**src/rtl/prod_bcd_conv.sv**
```systemverilog
// prod_bcd_conv
// Converts an unsigned binary product into packed BCD using the shift-and-add-3
// (double dabble) algorithm. One bit is shifted per clock, so a conversion
// takes IN_W cycles, plus one DONE cycle and one return-to-IDLE cycle.
//
// Parameters:
//   IN_W    binary input width (default 8)
//   DIGITS  BCD digits produced; 10**DIGITS must exceed 2**IN_W-1 (default 3)
//
// Ports:
//   clk        rising-edge clock
//   n_rst      asynchronous active-low reset
//   in_valid   product is present on 'product'
//   in_ready   block is idle and will capture on in_valid
//   product    unsigned binary value to convert
//   out_valid  bcd holds a completed conversion
//   out_ready  consumer takes bcd; releases the block back to IDLE
//   bcd        packed BCD result, most significant digit in the top nibble
//   bin_out    (only with PROD_BCD_BIN_OUT_EN) the captured binary product
//
// Optional feature macro: PROD_BCD_BIN_OUT_EN adds the bin_out port.

module prod_bcd_conv #(
    parameter int IN_W   = 8,
    parameter int DIGITS = 3
) (
    input  logic                  clk,
    input  logic                  n_rst,
    input  logic                  in_valid,
    output logic                  in_ready,
    input  logic [IN_W-1:0]       product,
    output logic                  out_valid,
    input  logic                  out_ready,
    output logic [4*DIGITS-1:0]   bcd
`ifdef PROD_BCD_BIN_OUT_EN
    ,
    output logic [IN_W-1:0]       bin_out
`endif
);

    localparam int CNT_W = $clog2(IN_W + 1);
    localparam int BCD_W = 4 * DIGITS;

    typedef enum logic [1:0] {
        IDLE  = 2'd0,
        SHIFT = 2'd1,
        DONE  = 2'd2
    } state_t;

    state_t             state;
    state_t             next_state;
    logic [IN_W-1:0]    shift_reg;
    logic [BCD_W-1:0]   bcd_reg;
    logic [BCD_W-1:0]   bcd_adj;
    logic [CNT_W-1:0]   count;

    // State register.
    always_ff @(posedge clk or negedge n_rst) begin
        if (!n_rst) begin
            state <= IDLE;
        end else begin
            state <= next_state;
        end
    end

    // Next-state logic and handshake outputs. The handshake outputs decode
    // only the registered state, so no input reaches an output combinationally.
    always_comb begin
        next_state = state;
        in_ready   = 1'b0;
        out_valid  = 1'b0;
        case (state)
            IDLE: begin
                in_ready = 1'b1;
                if (in_valid) begin
                    next_state = SHIFT;
                end
            end
            SHIFT: begin
                // count==1 means this edge performs the last shift.
                if (count == CNT_W'(1)) begin
                    next_state = DONE;
                end
            end
            DONE: begin
                out_valid = 1'b1;
                if (out_ready) begin
                    next_state = IDLE;
                end
            end
            default: begin
                next_state = IDLE;
            end
        endcase
    end

    // Add-3 correction: every digit >= 5 is bumped by 3 before the shift so
    // that doubling it carries correctly into the next digit.
    always_comb begin
        bcd_adj = bcd_reg;
        for (int d = 0; d < DIGITS; d++) begin
            if (bcd_reg[4*d +: 4] >= 4'd5) begin
                bcd_adj[4*d +: 4] = bcd_reg[4*d +: 4] + 4'd3;
            end
        end
    end

    // Conversion datapath: capture in IDLE, shift {bcd, shift} in SHIFT,
    // hold in DONE.
    always_ff @(posedge clk or negedge n_rst) begin
        if (!n_rst) begin
            shift_reg <= '0;
            bcd_reg   <= '0;
            count     <= '0;
        end else begin
            case (state)
                IDLE: begin
                    if (in_valid) begin
                        shift_reg <= product;
                        bcd_reg   <= '0;
                        count     <= CNT_W'(IN_W);
                    end
                end
                SHIFT: begin
                    bcd_reg   <= {bcd_adj[BCD_W-2:0], shift_reg[IN_W-1]};
                    shift_reg <= {shift_reg[IN_W-2:0], 1'b0};
                    count     <= count - CNT_W'(1);
                end
                default: begin
                end
            endcase
        end
    end

    assign bcd = bcd_reg;

`ifdef PROD_BCD_BIN_OUT_EN
    // Copy of the captured product, held alongside the BCD result.
    logic [IN_W-1:0] bin_reg;

    always_ff @(posedge clk or negedge n_rst) begin
        if (!n_rst) begin
            bin_reg <= '0;
        end else if (state == IDLE && in_valid) begin
            bin_reg <= product;
        end
    end

    assign bin_out = bin_reg;
`endif

endmodule

```
**config.mk**
```make
export PLATFORM = sky130hd
export DESIGN_NAME = prod_bcd_conv
export DESIGN_NICKNAME = d
export VERILOG_FILES = /design/src/rtl/prod_bcd_conv.sv
export SDC_FILE = /design/constraint.sdc
export NUM_CORES = 1
export LEC_CHECK = 0
export CAP_MARGIN = 25
export CORE_MARGIN = 5
export CORE_UTILIZATION = 54
export CTS_CLUSTER_SIZE = 28
export DETAILED_ROUTE_END_ITERATION = 10
export HOLD_SLACK_MARGIN = 0.05
export PLACE_DENSITY_LB_ADDON = 0.05
export SETUP_SLACK_MARGIN = 0.2
export SYNTH_ARGS = -nofsm -noshare
export SYNTH_HDL_FRONTEND = slang
export SYNTH_SLANG_ARGS = --single-unit
```
**constraint.sdc**
```tcl
create_clock -name clk -period 2.2 [get_ports clk]
set_clock_uncertainty 0.05 [all_clocks]
set_input_delay 0.44 -clock clk [delete_from_list [all_inputs] [get_ports clk]]
set_output_delay 0.44 -clock clk [all_outputs]
set_load 0.02 [all_outputs]
```
After elaboration in Yosys (flattened, before gate mapping)
Cells that the tools add are included.
{"block": "word_totals", "regBits": 26, "latchBits": 0, "ramBits": 0, "mem_bits_ro": 0, "out_inout_bits": 14, "n_memories": 0}
{"block": "classes", "add_sub_neg": 4, "multipliers": 0, "div": 0, "magnitude_cmp": 3, "eq_ne": 6, "shift": 0, "n_mux": 15, "bitwise": 0, "n_reduce_logical": 4}
{"cell": "$pmux 12 s2", "n": 1}
{"cell": "$pmux 8 s2", "n": 1}
{"cell": "$ge 4x3->1 const B", "n": 3}
{"cell": "$mux 12", "n": 1}
{"cell": "$mux 4", "n": 3}
{"cell": "$add 4x2->4 const B", "n": 2}
{"cell": "$mux 8", "n": 1}
{"cell": "$pmux 4 s2", "n": 1}
{"cell": "$mux 2", "n": 3}
{"cell": "$ne 2x2->1 const B", "n": 3}
{"cell": "$pmux 2 s3", "n": 1}
{"cell": "$eq 4x1->1 const B", "n": 1}
{"cell": "$sub 4x1->4 const B", "n": 1}
{"cell": "$add 3x2->3 const B", "n": 1}
{"cell": "$mux 3", "n": 1}
{"cell": "$reduce_and 3->1", "n": 1}
{"cell": "$eq 2x1->1 const B", "n": 1}
{"cell": "$eq 2x2->1 const B", "n": 1}
{"cell": "$logic_not 2->1", "n": 1}
{"cell": "$mux 1", "n": 2}
{"cell": "$reduce_and 2->1", "n": 1}
{"cell": "$reduce_bool 2->1", "n": 1}

Logic depth before layout (Yosys ltp)
{"block": "logic_depth", "ltp_word": 3, "mapped_depth": 5, "depth_no_buf": 5}

Worst setup path after synthesis
No wires, ideal clock.
{"block": "synth_path", "kind": "reg2reg", "from": "register bcd_reg[4], in the netlist bcd[4]", "to": "register bcd_reg[8], in the netlist bcd[8]", "setup_ps": 101, "arrival_ps": 1325, "path_slack_ps": 724, "stages_incl_launch_ff": 6, "period_less_slack_ps": 1476, "cell_sequence": "dfrtp_1 -> inv_1 -> ha_1 -> nor2b_1 -> o21a_1 -> o32ai_1"}
{"block": "synth_between", "elab_chain_cells": 3, "word_cells_on_any_way": 4, "cone_classes": "add/sub (1); order compare (1); mux (2)"}
{"element": "from (decl)", "line_no": "53", "source": "logic [BCD_W-1:0] bcd_reg;"}
{"element": "from (signal assigned)", "line_no": "125", "source": "bcd_reg <= {bcd_adj[BCD_W-2:0], shift_reg[IN_W-1]};"}
{"element": "$add 4x2->4 / $ge 4x3->1 (equally long branches)", "line_no": "103, 102"}
{"element": "$mux 4 (*)", "line_no": "102", "source": "if (bcd_reg[4*d +: 4] >= 4'd5) begin"}
{"element": "$pmux 12 s2 (*)", "line_no": "116", "source": "case (state)"}
Every way passes the cells marked *; elsewhere a longest branch is shown, timed or not.
A chain may end at the register's enable or synchronous reset.

Final worst setup path
{"block": "layout_path", "from": "register bcd_reg[2], in the netlist bcd[2]", "to": "output port bcd[2]"}
{"element": "to (decl)", "line_no": "34", "source": "output logic [4*DIGITS-1:0] bcd"}
No word-level cell between the ends.

==> summary.txt <==
Run status
  • Status: finished, final reports clean

Cells and area
  • Final nets: 199
  • Post-layout util: 70.7%
  • Most common cell after layout, fill and taps aside: dfrtp_1
  • Commonest non-fill, non-tap cells in the layout: dfrtp_1, clkdlybuf4s50_1, inv_1
  • Fillcell total: 187
  • Max reg flops: 12
  • P&R area growth vs syn: 23.0%
  • Post-route cell area: 1800 um2
  • Ant. Diodes: 0
  • Layout cell share with drive strength beyond 1: 6.18%

Floorplan
  • Core Box Area: 2540 um2
  • Initial Utilization: 57.5%
  • Die Wd: 62.0 um
  • I/O Pins: 26
  • Die Ht: 62.0 um
  • DIE AREA: 3850 um2
  • Rows: 18

Timing
  • Tcrit/Tclk final: 87.9%
  • Setup tns final: 0 ps
  • Max Slew Vio Count: 0
  • Hold slack final: 411 ps
  • Max_slew headroom: 62.8%
  • RSZ-0062 raised after global routing: false
  • Final Hold Fails: 0
  • Final setup violation count: 0
  • Slew @ Worst Pin: 557 ps
  • Final min period: 1930 ps
  • Fmax: 517 MHz

Global route
  • Largest net degree at the start of global routing: 27
  • Global Route Usage Sum: 19.2%
  • Total gr overflow: 0
  • Vias in the first global route: 1,229
  • First-pass GRT wire length: 5570 um
  • Initial antenna violation count: 0

Pwr
  • IR drop worst, VDD: 0.000929 V
  • Pwr/cell area: 1440 nW/um2
  • Leakage: 0.000782 uW
  • Total power: 2590 uW

Worst setup path
  • CP max-delay cell: clkdlybuf4s50_1
  • Worst stage delay on the critical path: 650 ps
  • Worst-path cell chain: clkdlybuf4s50_1
  • Required @ worst endpoint: 1710 ps
  • CP endpoint kind: output pin
  • Critical path type: register to output pin
  • R2R setup slack: 630 ps
  • Setup crit end: bcd[2]
  • Worst Setup SP: bcd[2]
  • Reg-to-Reg End: bcd[8]
  • Reg2reg path depth: 5
  • Critical path depth: 1
  • CP Data Arrival Time: 1440 ps
  • Startpoint types: register
  • Bufs and invs on worst path: 1
  • Worst reg2reg path startpoint: bcd[4]
  • Worst Path Max Fanout: 6
  • Delay-heaviest family, CP: buffers and inverters

Place
  • Final HPWL DP: 2310 um
  • Cell Area, Placed: 1750 um2
  • IO buf count: 25
  • GP Congestion: 0.816

Routing
  • DRC: 0
  • Routed WL per cell: 15.7 um
  • DR iter-0 viols: 48
  • DR vias: 1,219
  • Post-route ant nets: 0
  • DRT Pass-1 Iters: 4
  • DR vias/cell: 5.86
  • Routed WL: 3270 um

Synthesis
  • Yosys cell types: 31
  • Syn avg cell area: 9.69 um2
  • Yosys reg bits: 26
  • Post-synthesis sequential area ratio: 44.5%
  • Cell count after synthesis: 151
  • Simple-gate share of the synthesized area: 12.6%
  • Largest family of logic cells by synthesized area: compound AO/OA/AOI/OAI gates
  • Cell area after technology mapping: 1460 um2
  • Mapped Nets: 171
  • Area fraction in compound gates after synthesis: 27.0%
  • Post-synthesis adder-cell area fraction: 6.84%
  • Ys Warns: 0
  • Mux share of post-synthesis cell area: 1.37%
  • XOR/XNOR Fraction of Synth Area: 1.20%

Clock network
  • CTS Root Cell: clkbuf_4
  • H-tree levels: 1
  • Post-CTS setup repair buffer count: 0
  • CTS sink cnt: 26
  • Clk buf depth: 2
  • TritonCTS Buffers: 3
  • Worst-path clk slew: 150 ps
  • Skew-Pair Late Insertion Delay: 320 ps
  • CTS tree: done

Job
  • MaxCap Viol Count: 0

Hold path
  • Class of the worst hold path: primary input to async pin
[where the power goes]
group | internal (uW) | leakage, uW | total, uW | switching (uW)
clock | 184 | 0.0000279 | 334 | 150
sequential | 679 | 0.000333 | 874 | 195
combinational | 638 | 0.000421 | 1380 | 747
[timing repair]
| item | 4_1_cts | 5_1_grt |
|---|---|---|
| hold buffers | 0 | 0 |
| gates resized for setup | 2 | 0 |
| setup endpoints to repair | 2 | 0 |
[synth_stat cells]
| cell | n | area, um2 |
|---|---|---|
| o31ai_1 | 3 | 22.5 |
| nor3_1 | 1 | 5.00 |
| nand2_1 | 9 | 33.8 |
| dfrtp_1 | 26 | 651 |
| a32o_1 | 3 | 30.0 |
| o21a_1 | 3 | 22.5 |
| a31oi_1 | 1 | 6.26 |
| o211ai_1 | 3 | 22.5 |
| o21ba_2 | 1 | 10.0 |
| buf_2 | 1 | 5.00 |
| nor2b_1 | 12 | 75.1 |
| inv_1 | 15 | 56.3 |
| a22o_1 | 1 | 8.76 |
| o21ai_0 | 3 | 15.0 |
| o32ai_1 | 2 | 17.5 |
| a21oi_1 | 9 | 45.0 |
| o221ai_1 | 3 | 26.3 |
| clkbuf_1 | 3 | 11.3 |
| nor2_1 | 3 | 11.3 |
| o21bai_1 | 1 | 7.51 |
| buf_4 | 3 | 22.5 |
| xnor2_1 | 2 | 17.5 |
| and2b_4 | 1 | 10.0 |
| o21ai_1 | 10 | 50.1 |
| ha_1 | 8 | 100 |
| o22ai_1 | 1 | 6.26 |
| mux2i_1 | 2 | 20.0 |
| nand2b_1 | 7 | 43.8 |
| nand3_1 | 1 | 5.00 |
| a22oi_1 | 7 | 52.6 |
| o2111ai_1 | 6 | 52.6 |
[kinds of logic (layout without fill, tap and decap cells)]
| logic type | Yosys count | after routing |
|---|---|---|
| compound gates | 57 | 57 |
| xor+xnor | 2 | 2 |
| fa+ha+maj | 8 | 8 |
| buf+inv | 22 | 49 |
| flops | 26 | 26 |
| mux | 2 | 2 |
| simple gates | 34 | 34 |
[how the worst min path moves through the flow]
stage | depth (start not counted) | endpoint
2_1_floorplan | 0 | bcd[0]
3_3_place_gp | 2 | shift_reg[0]
3_5_place_dp | 2 | bcd[0]
4_1_cts | 2 | state[0]
5_1_grt | 2 | state[0]
6_report | 2 | state[0]
[final cells by class]
| class | count | area [um2] | share of cell area [%] |
|---|---|---|---|
| Clock buffer | 3 | 22.5 | 1.25 |
| Multi-Input combinational cell | 103 | 717 | 39.8 |
| Timing Repair Buffer | 30 | 285 | 15.9 |
| Tap cell | 30 | 37.5 | 2.09 |
| Sequential cell | 26 | 651 | 36.2 |
| Clock inverter | 1 | 30.0 | 1.67 |
| Inverter | 15 | 56.3 | 3.13 |
[per-layer routing]
metal | vias up | global-route usage [%] | wire, um
li1 | 600 | - | -
met1 | 589 | 26.4 | 1550
met2 | 24 | 30.5 | 1570
met3 | 6 | 2.69 | 115
met4 | 0 | 7.27 | 31
met5 | - | 0 | 0
[per-stage QoR]
step	std cells	setup WS (ps)
global route	208	212
finish	208	267
global placement	204	390
detailed placement	204	268
CTS	208	264
floorplan	151	724
Note: power is estimated with default switching activity, not from simulation.
